==> src/rtl/if_prefetch_queue_pkg.sv <==
// if_prefetch_queue_pkg: shared fetch constants, default widths and FSM state encoding
package if_prefetch_queue_pkg;
    localparam int ADDR_W_DEF = 8;
    localparam int DATA_W_DEF = 32;
    localparam int PC_STEP = 4;
    localparam logic [31:0] NOP_INSTR = 32'h0;
    typedef enum logic {FETCH, DROP} state_t;
endpackage

==> src/rtl/if_prefetch_queue_if.sv <==
// if_prefetch_queue_if: decode, jump and instruction-memory signals of the fetch queue
interface if_prefetch_queue_if
    import if_prefetch_queue_pkg::*;
#(
    parameter int ADDR_W = ADDR_W_DEF,
    parameter int DATA_W = DATA_W_DEF
);
    logic              le;
    logic              j;
    logic [ADDR_W-1:0] ta;
    logic              im_req;
    logic [ADDR_W-1:0] im_addr;
    logic              im_ack;
    logic [DATA_W-1:0] im_data;
    logic              out_valid;
    logic [ADDR_W-1:0] address;
    logic [DATA_W-1:0] instruction;
    modport master (
        input  le, j, ta, im_ack, im_data,
        output im_req, im_addr, out_valid, address, instruction
    );
    modport slave (
        output le, j, ta, im_ack, im_data,
        input  im_req, im_addr, out_valid, address, instruction
    );
endinterface

==> src/rtl/if_prefetch_queue_fifo.sv <==
// if_prefetch_queue_fifo: circular buffer of {address, instruction} with clear and combinational head
module if_prefetch_queue_fifo #(
    parameter int DEPTH = 4,
    parameter int W = 40,
    localparam int PW = $clog2(DEPTH),
    localparam int CW = PW + 1
) (
    input  logic          clk,
    input  logic          rst_n,
    input  logic          clear,
    input  logic          push,
    input  logic          pop,
    input  logic [W-1:0]  din,
    output logic [W-1:0]  head,
    output logic [CW-1:0] count
);
    logic [W-1:0] mem [DEPTH];
    logic [PW-1:0] wr_ptr, rd_ptr;
    always_ff @(posedge clk or negedge rst_n) begin
        if (!rst_n) begin
            wr_ptr <= '0;
            rd_ptr <= '0;
            count <= '0;
        end else if (clear) begin
            wr_ptr <= '0;
            rd_ptr <= '0;
            count <= '0;
        end else begin
            if (push) wr_ptr <= wr_ptr + 1'b1;
            if (pop) rd_ptr <= rd_ptr + 1'b1;
            count <= count + CW'(push) - CW'(pop);
        end
    end
    // storage needs no reset: entries are only visible while counted
    always_ff @(posedge clk) begin
        if (push && !clear) mem[wr_ptr] <= din;
    end
    assign head = mem[rd_ptr];
endmodule

==> src/rtl/if_prefetch_queue.sv <==
// if_prefetch_queue: fetch PC, single-outstanding memory requests and flushable instruction queue
module if_prefetch_queue
    import if_prefetch_queue_pkg::*;
#(
    parameter int DEPTH = 4,
    parameter int ADDR_W = ADDR_W_DEF,
    parameter int DATA_W = DATA_W_DEF,
    parameter logic [ADDR_W-1:0] RESET_PC = '0
) (
    input logic clk,
    input logic rst_n,
    if_prefetch_queue_if.master bus
);
    localparam int CW = $clog2(DEPTH) + 1;
    state_t state, state_nxt;
    logic [ADDR_W-1:0] pc, pc_nxt;
    logic [CW-1:0] count, cnt_nxt;
    logic [ADDR_W+DATA_W-1:0] head;
    logic busy, push, pop, issue;
    // busy: a request stays outstanding past this edge, so it must hold req/addr
    always_comb begin
        busy = bus.im_req && !bus.im_ack;
        push = state == FETCH && bus.im_req && bus.im_ack && !bus.j;
        pop = bus.le && bus.out_valid && !bus.j;
        cnt_nxt = bus.j ? '0 : count + CW'(push) - CW'(pop);
        pc_nxt = bus.j ? bus.ta : push ? pc + ADDR_W'(PC_STEP) : pc;
        state_nxt = busy && (bus.j || state == DROP) ? DROP : FETCH;
        issue = !busy && cnt_nxt < CW'(DEPTH);
    end
    always_ff @(posedge clk or negedge rst_n) begin
        if (!rst_n) begin
            state <= FETCH;
            pc <= RESET_PC;
            bus.im_req <= 1'b0;
            bus.im_addr <= RESET_PC;
        end else begin
            state <= state_nxt;
            pc <= pc_nxt;
            bus.im_req <= busy || issue;
            if (issue) bus.im_addr <= pc_nxt;
        end
    end
    if_prefetch_queue_fifo #(.DEPTH(DEPTH), .W(ADDR_W + DATA_W)) u_fifo (
        .clk(clk),
        .rst_n(rst_n),
        .clear(bus.j),
        .push(push),
        .pop(pop),
        .din({pc, bus.im_data}),
        .head(head),
        .count(count)
    );
    assign bus.out_valid = count != '0;
    assign bus.address = bus.out_valid ? head[ADDR_W+DATA_W-1:DATA_W] : '0;
    assign bus.instruction = bus.out_valid ? head[DATA_W-1:0] : DATA_W'(NOP_INSTR);
endmodule

==> src/flat_wrapper.sv <==
// flat-port wrapper written by rule: the top's interface ports become plain ports
module if_prefetch_queue_flat import if_prefetch_queue_pkg::*;
#(
    parameter int DEPTH = 4,
    parameter int ADDR_W = ADDR_W_DEF,
    parameter int DATA_W = DATA_W_DEF,
    parameter logic [ADDR_W-1:0] RESET_PC = '0
)
  (clk, rst_n, bus_le, bus_j, bus_ta, bus_im_ack, bus_im_data, bus_im_req, bus_im_addr, bus_out_valid, bus_address, bus_instruction);
  if_prefetch_queue_if #(.ADDR_W(ADDR_W), .DATA_W(DATA_W)) bus_i ();
  input logic clk;
  input logic rst_n;
  input wire logic [$bits(bus_i.le)-1:0] bus_le;
  input wire logic [$bits(bus_i.j)-1:0] bus_j;
  input wire logic [$bits(bus_i.ta)-1:0] bus_ta;
  input wire logic [$bits(bus_i.im_ack)-1:0] bus_im_ack;
  input wire logic [$bits(bus_i.im_data)-1:0] bus_im_data;
  output wire logic [$bits(bus_i.im_req)-1:0] bus_im_req;
  output wire logic [$bits(bus_i.im_addr)-1:0] bus_im_addr;
  output wire logic [$bits(bus_i.out_valid)-1:0] bus_out_valid;
  output wire logic [$bits(bus_i.address)-1:0] bus_address;
  output wire logic [$bits(bus_i.instruction)-1:0] bus_instruction;
  assign bus_i.le = bus_le;
  assign bus_i.j = bus_j;
  assign bus_i.ta = bus_ta;
  assign bus_i.im_ack = bus_im_ack;
  assign bus_i.im_data = bus_im_data;
  assign bus_im_req = bus_i.im_req;
  assign bus_im_addr = bus_i.im_addr;
  assign bus_out_valid = bus_i.out_valid;
  assign bus_address = bus_i.address;
  assign bus_instruction = bus_i.instruction;
  if_prefetch_queue #(.DEPTH(DEPTH), .ADDR_W(ADDR_W), .DATA_W(DATA_W), .RESET_PC(RESET_PC)) u_core (.clk(clk), .rst_n(rst_n), .bus(bus_i));
endmodule
==> config.mk <==
export PLATFORM = sky130hd
export DESIGN_NAME = if_prefetch_queue_flat
export DESIGN_NICKNAME = d
export VERILOG_FILES = /design/src/rtl/if_prefetch_queue_pkg.sv /design/src/rtl/if_prefetch_queue_if.sv /design/src/rtl/if_prefetch_queue_fifo.sv /design/src/rtl/if_prefetch_queue.sv /design/src/flat_wrapper.sv
export SDC_FILE = /design/constraint.sdc
export NUM_CORES = 1
export LEC_CHECK = 0
export BUFFER_PORTS_ARGS = -buffer_cell sky130_fd_sc_hd__buf_2
export CAP_MARGIN = 20
export CELL_PAD_IN_SITES_DETAIL_PLACEMENT = 1
export CELL_PAD_IN_SITES_GLOBAL_PLACEMENT = 1
export CORE_ASPECT_RATIO = 0.9
export CORE_MARGIN = 4
export CORE_UTILIZATION = 50
export DETAILED_ROUTE_END_ITERATION = 16
export PLACE_DENSITY_LB_ADDON = 0.25
export SLEW_MARGIN = 25
export SYNTH_ARGS = -nofsm -noshare
export SYNTH_HDL_FRONTEND = slang
export SYNTH_SLANG_ARGS = --single-unit
==> constraint.sdc <==
create_clock -name clk -period 7 [get_ports clk]
set_clock_uncertainty 0.2 [all_clocks]
set_input_delay 1.05 -clock clk [delete_from_list [all_inputs] [get_ports clk]]
set_output_delay 1.05 -clock clk [all_outputs]
set_load 0.01 [all_outputs]
Yosys cells after proc, flatten, opt, wreduce, memory -nomap -nowiden. Memories as Yosys holds them, arrays and structs flattened. Cells that the tools add are included.

Memory bits (read-only): 0. Bits in writable memories: 160. Bits of input ports: 45. Memories kept: 1. Word-level logic and storage cells: 44. Latch bits: 0. Output and inout bits: 50. Register bits after elaboration: 25.

Memory list: u_core.u_fifo.mem (words 4, bits a word 40, read ports 1, clocked after Yosys merged registers in 0, wr ports 1, line if_prefetch_queue_fifo.sv:17) `logic [W-1:0] mem [DEPTH];`.

Shift-type cells: 0. Bitwise operators: 1. Multipliers: 0. Reduce and logical (&&, ||, !) cells: 17. Order comparisons: 1. Divide/modulo/power cells: 0. Multiplexer cells: 12. Add/sub/neg operators: 5. Equal/unequal tests: 0.

Operator list (number): $mux 32 (1); $mux 8 (3); $logic_and 1x1->1 (9); $add 8x3->8 const B (1); $mux 2 (4); $add 2x1->2 const B (2); $reduce_bool 2->1 (2); $add 3x1->3 (1); $logic_not 1->1 (3); $lt 3x3->1 const B (1); $mux 1 (3); $mux 3 (1); $reduce_bool 3->1 (1); $sub 3x1->3 (1); $logic_or 1x1->1 (2); $not 1->1 (1).

Logic depth before layout (Yosys ltp).
Depth after elaboration: 10. Depth in mapped cells: 14.

By module. From an unflattened synthesis, not the netlist that was laid out.

Cells, all modules: 365. Area, all modules: 7405.9 µm².

Modules (own cells, without submodules): if_prefetch_queue_fifo (instances 1, area each 6249.7 µm², cells each 247, seq. area each 4979.8 µm²); if_prefetch_queue (instances 1, area each 1156.1 µm², cells each 118, seq. area each 450.4 µm²).

Worst setup path before layout. Ideal clock, no wire load.

Path kind: input-to-reg. Start: input bus_j. End: register u_core.bus.im_addr[1]. Required time: 6.675 ns. Arrival: 3.351 ns. Setup time: 0.125 ns. Path buffers: 3. Cell stages on the path: 13. Path slack: 3.324 ns. Cells stage by stage: clkbuf_1 -> clkbuf_1 -> nor2_1 -> inv_1 -> ha_1 -> inv_1 -> ha_1 -> inv_1 -> fa_1 -> xnor3_1 -> o21ai_1 -> buf_4 -> mux2_2.

Longest elaborated chain between the ends: 7.

Ends and longest elaborated chain: from (decl) (line flat_wrapper.sv:14) `input wire logic [$bits(bus_i.j)-1:0] bus_j;`; $logic_not 1->1 (line if_prefetch_queue.sv:23, if_prefetch_queue.sv:24); $logic_and 1x1->1 (line if_prefetch_queue.sv:23) `push = state == FETCH && bus.im_req && bus.im_ack && !bus.j;`; $add 3x1->3 (line if_prefetch_queue.sv:25) `cnt_nxt = bus.j ? '0 : count + CW'(push) - CW'(pop);`; $sub 3x1->3 (line if_prefetch_queue.sv:25); $mux 3 (line if_prefetch_queue.sv:25); $lt 3x3->1 (line if_prefetch_queue.sv:28) `issue = !busy && cnt_nxt < CW'(DEPTH);`; $logic_and 1x1->1 (line if_prefetch_queue.sv:28); to (signal assigned) (line if_prefetch_queue.sv:40) `if (issue) bus.im_addr <= pc_nxt;`; to (decl) (line if_prefetch_queue_if.sv:20) `output im_req, im_addr, out_valid, address, instruction`.

Parallel ways exist; a longest one is shown, timed or not. A chain may end at the register's enable or synchronous reset.

Worst setup path in the final report.
Start: input bus_j. End: register u_core.bus.im_addr[4].

The elaborated chain is that of the path after synthesis.

==> key figures <==
Global route
  • First-pass GRT wire length: between 20 and 25 mm
  • All-Layer GR Usage: 18.42%
  • Remaining Overflow, GRT: 0
  • Largest net degree at the start of global routing: 43
  • Vias in the first global route: around 4000
  • Antenna violations before repair: 0

Synth
  • Main flop type after synthesis: edfxtp_1
  • Yosys warns: 0
  • Synth area leader: edfxtp_1
  • Synth Area in Simple Gates: between 6 and 7%
  • #FFs+latches synth: 185
  • Synth unique cells: 33
  • Adder and majority gate portion of the synthesized area: under 10%
  • Ys async rst share: between 10% and 20%
  • Post-synthesis compound-gate area fraction: 0.8112%
  • Synth Area in XOR/XNOR: less than 1%
  • Yosys top cell area share: 66.28%
  • Area of the mapped netlist: between 0.007 and 0.008 mm²
  • Main combinational cell family by area after synthesis: multiplexers
  • Syn avg cell area: between 15 and 20 µm²
  • Mux cell area share after synthesis: 14.01%
  • Post-synth EDFFs: 160
  • Cells taking the most area after synthesis: edfxtp_1 66%, mux4_2 12%, dfrtp_1 8.6%, and2_1 3.8%, mux2_2 1.2%
  • Post-synthesis sequential area ratio: between 70% and 80%
  • Synth Net Count: around 420
  • Mapped Cells: about 360

Route
  • Routed Antenna Nets: 0
  • Drt via density: around 5.3
  • Per-cell routed wire length: 21.07 µm
  • M1 WL: 5.889 mm
  • Total routed wirelength: about 14 mm
  • Drt pass-1 iters: 4
  • Vias post-DR: 3575
  • 1st-iter DRT viols: between 200 and 300
  • Top Layer Used: met4
  • Metal3 WL: roughly 710 µm
  • Drt drc: 0
  • Met2 WL: ~7.3 mm

Min path
  • Min-Delay Path Depth: 2
  • HP Start: u_core.bus.im_addr[5]
  • Hold path endpoint: u_core.bus.im_addr[5]
  • Min-delay worst type: reg2reg

Layout
  • Share of layout cells above drive strength 1: a little under two fifths
  • Synth-to-Final Area Change: 17.10%
  • Final core utilization: 60.18%
  • Total Nets Final: roughly 520
  • Layout Cells excl Fill: between 600 and 700
  • N_diodes: 0
  • Design area: around 0.0085 mm²

Setup path
  • R2R Path End: u_core.bus.im_addr[4]
  • Critical Path RT: 7.11 ns
  • Worst Path Buf+Inv: 4
  • CP max FO: 24
  • R2R Setup Slk: 3.48 ns
  • Worst Path Arrival: 3.82 ns
  • Levels on crit path: 11
  • Reg2Reg Depth: 11
  • Crit path top cell by count: inv_1
  • R2R Path Start: u_core.u_fifo.count[1]
  • CP max stage delay: ~0.69 ns
  • Delay-heaviest family, CP: adder cells
  • CP max-delay cell: o21ai_1
  • Crit path launch type: primary input
  • CP Cell Sequence: buf_2 > nor2_1 > inv_1 > ha_1 > inv_1 > ha_1 > inv_1 > fa_1 > xnor3_1 > o21ai_1 > mux2_2
  • CP Class: in2reg
  • Worst setup EP type: flop

Placed design
  • Global placer's final weighted congestion: roughly 0.73
  • Placed insts: between 600 and 700
  • DP Worst Slack: between 2 and 3 ns
  • DP Area: around 0.0079 mm²
  • HPWL after DPL: ~8.5 mm
  • Port Buffers: 94

CTS
  • H-tree depth: 4
  • Clock Pin Slew Worst Setup and Hold Paths: about 0.070 ns
  • Clock Sinks: 185
  • Clk buf depth: 2
  • Hold buffers post-CTS: 0
  • Resized Gates After CTS: 0
  • CTS tree: yes
  • Clk_lat worst skew: about 0.43 ns
  • Post-CTS Setup Inserts: 0
  • CTS Root Cell: clkbuf_16
  • CTS Buf Count: 17

Timing
  • RSZ-0062 raised after global routing: false
  • Final Cycle Share: 53.03%
  • Fmax: 269.4 MHz
  • Clock period minus final worst setup slack: roughly 3.7 ns
  • Sum Neg Setup Slack: 0 ns
  • Slew @ Worst Pin: between 0.8 and 0.9 ns
  • Max Transition Viols Final: 0
  • Max-slew headroom: between 40% and 50%
  • Final setup fails: 0
  • Final Hold Viols: 0
  • WHS: approximately 0.3 ns
  • Setup ws final: ~3.3 ns

Die
  • Die area: roughly 0.016 mm²
  • Initial Util: about 51%
  • Top Ports: 95
  • Row count: 41
  • DIE WIDTH: roughly 130 µm
  • CORE AREA: around 0.014 mm²
  • Chip height: 122.2 µm

Pwr
  • Tot Pwr: a little over 3 mW
  • LEAKAGE: between 3 and 4 nW
  • Power per Cell Area: roughly 360 mW/mm²
  • Peak VDD IR: approximately 200 µV

Flow run
  • Max-cap violations: 0

Outcome
  • Status: finished clean
## tightest hold or removal path, cell delays in order (launching register included)
cell	delay (ns)
dfrtp_1	0.35
nand2_1	0.05
o31ai_1	0.06
## how the worst max path moves through the flow
stage	slack, ns	from	endpoint
finish	3.29	bus_j	u_core.bus.im_addr[4]
global route	3.06	bus_j	u_core.bus.im_addr[2]
floorplan	3.32	bus_j	u_core.bus.im_addr[1]
global placement	2.90	bus_j	u_core.bus.im_addr[1]
CTS	3.28	bus_j	u_core.bus.im_addr[4]
detailed placement	2.83	bus_j	u_core.bus.im_addr[4]
## power by group
| group | internal, mW | switching [mW] | leakage [nW] | total, mW |
|---|---|---|---|---|
| Sequential | 1.30 | 0.118 | 1.75 | 1.42 |
| Combinational | 0.363 | 0.339 | 1.02 | 0.702 |
| Clock | 0.520 | 0.394 | 0.270 | 0.915 |
| Total | 2.19 | 0.851 | 3.04 | 3.04 |
## cells in the mapped netlist, drive strengths merged (5+ instances only)
master,n
and2,44
dfrtp,25
nand2,9
ha,7
buf,9
mux4,40
mux2,9
clkbuf,10
nor2,13
inv,5
edfxtp,160
## layout by cell type (no fill, tap or decap), types with 4 or more instances in the layout
cell       instances
and2_1            40
and2_2             4
buf_2             94
buf_4              5
clkbuf_16         17
clkinv_1           4
dfrtp_1           23
edfxtp_1         160
ha_1               7
inv_1              5
mux2_2             8
mux4_2            40
nand2_1            9
nor2_1            13
nor2b_1            4
nor3_1             4
xor2_1             4
## sequential cells by signal (all words and copies together), names as in the netlist
name                  flops
u_core.bus.im_req         1
u_core.u_fifo.rd_ptr      2
u_core.u_fifo.mem       160
u_core.u_fifo.wr_ptr      2
u_core.pc                 8
u_core.bus.im_addr        8
u_core.state              1
u_core.u_fifo.count       3
## cell families (layout without fill, tap and decap cells)
group	after synthesis	count (layout)
DFF	185	185
and+or+nand+nor	82	82
muxes	50	50
buffers and inverters	24	136
AOI/OAI and AO/OA	9	9
adders and majority gates	8	8
xor gates and xnor gates	6	6
## layout make-up
cell class | instances | area, µm²
fillers | 1280 | 5618
flip-flops and latches | 185 | 5438
well taps | 193 | 241.5
clock buffers | 18 | 429.2
inverters | 5 | 18.77
repair buffers | 99 | 508.0
clock inverters | 14 | 131.4
multi-input cells | 155 | 1723
## layer usage
metal	up-vias	global-route usage [%]
met3	16	5.287
met1	1854	23.13
met4	0	5.852
li1	1613	-
met5	-	0
met2	92	31.37
Power figures use the tool's default switching activity.
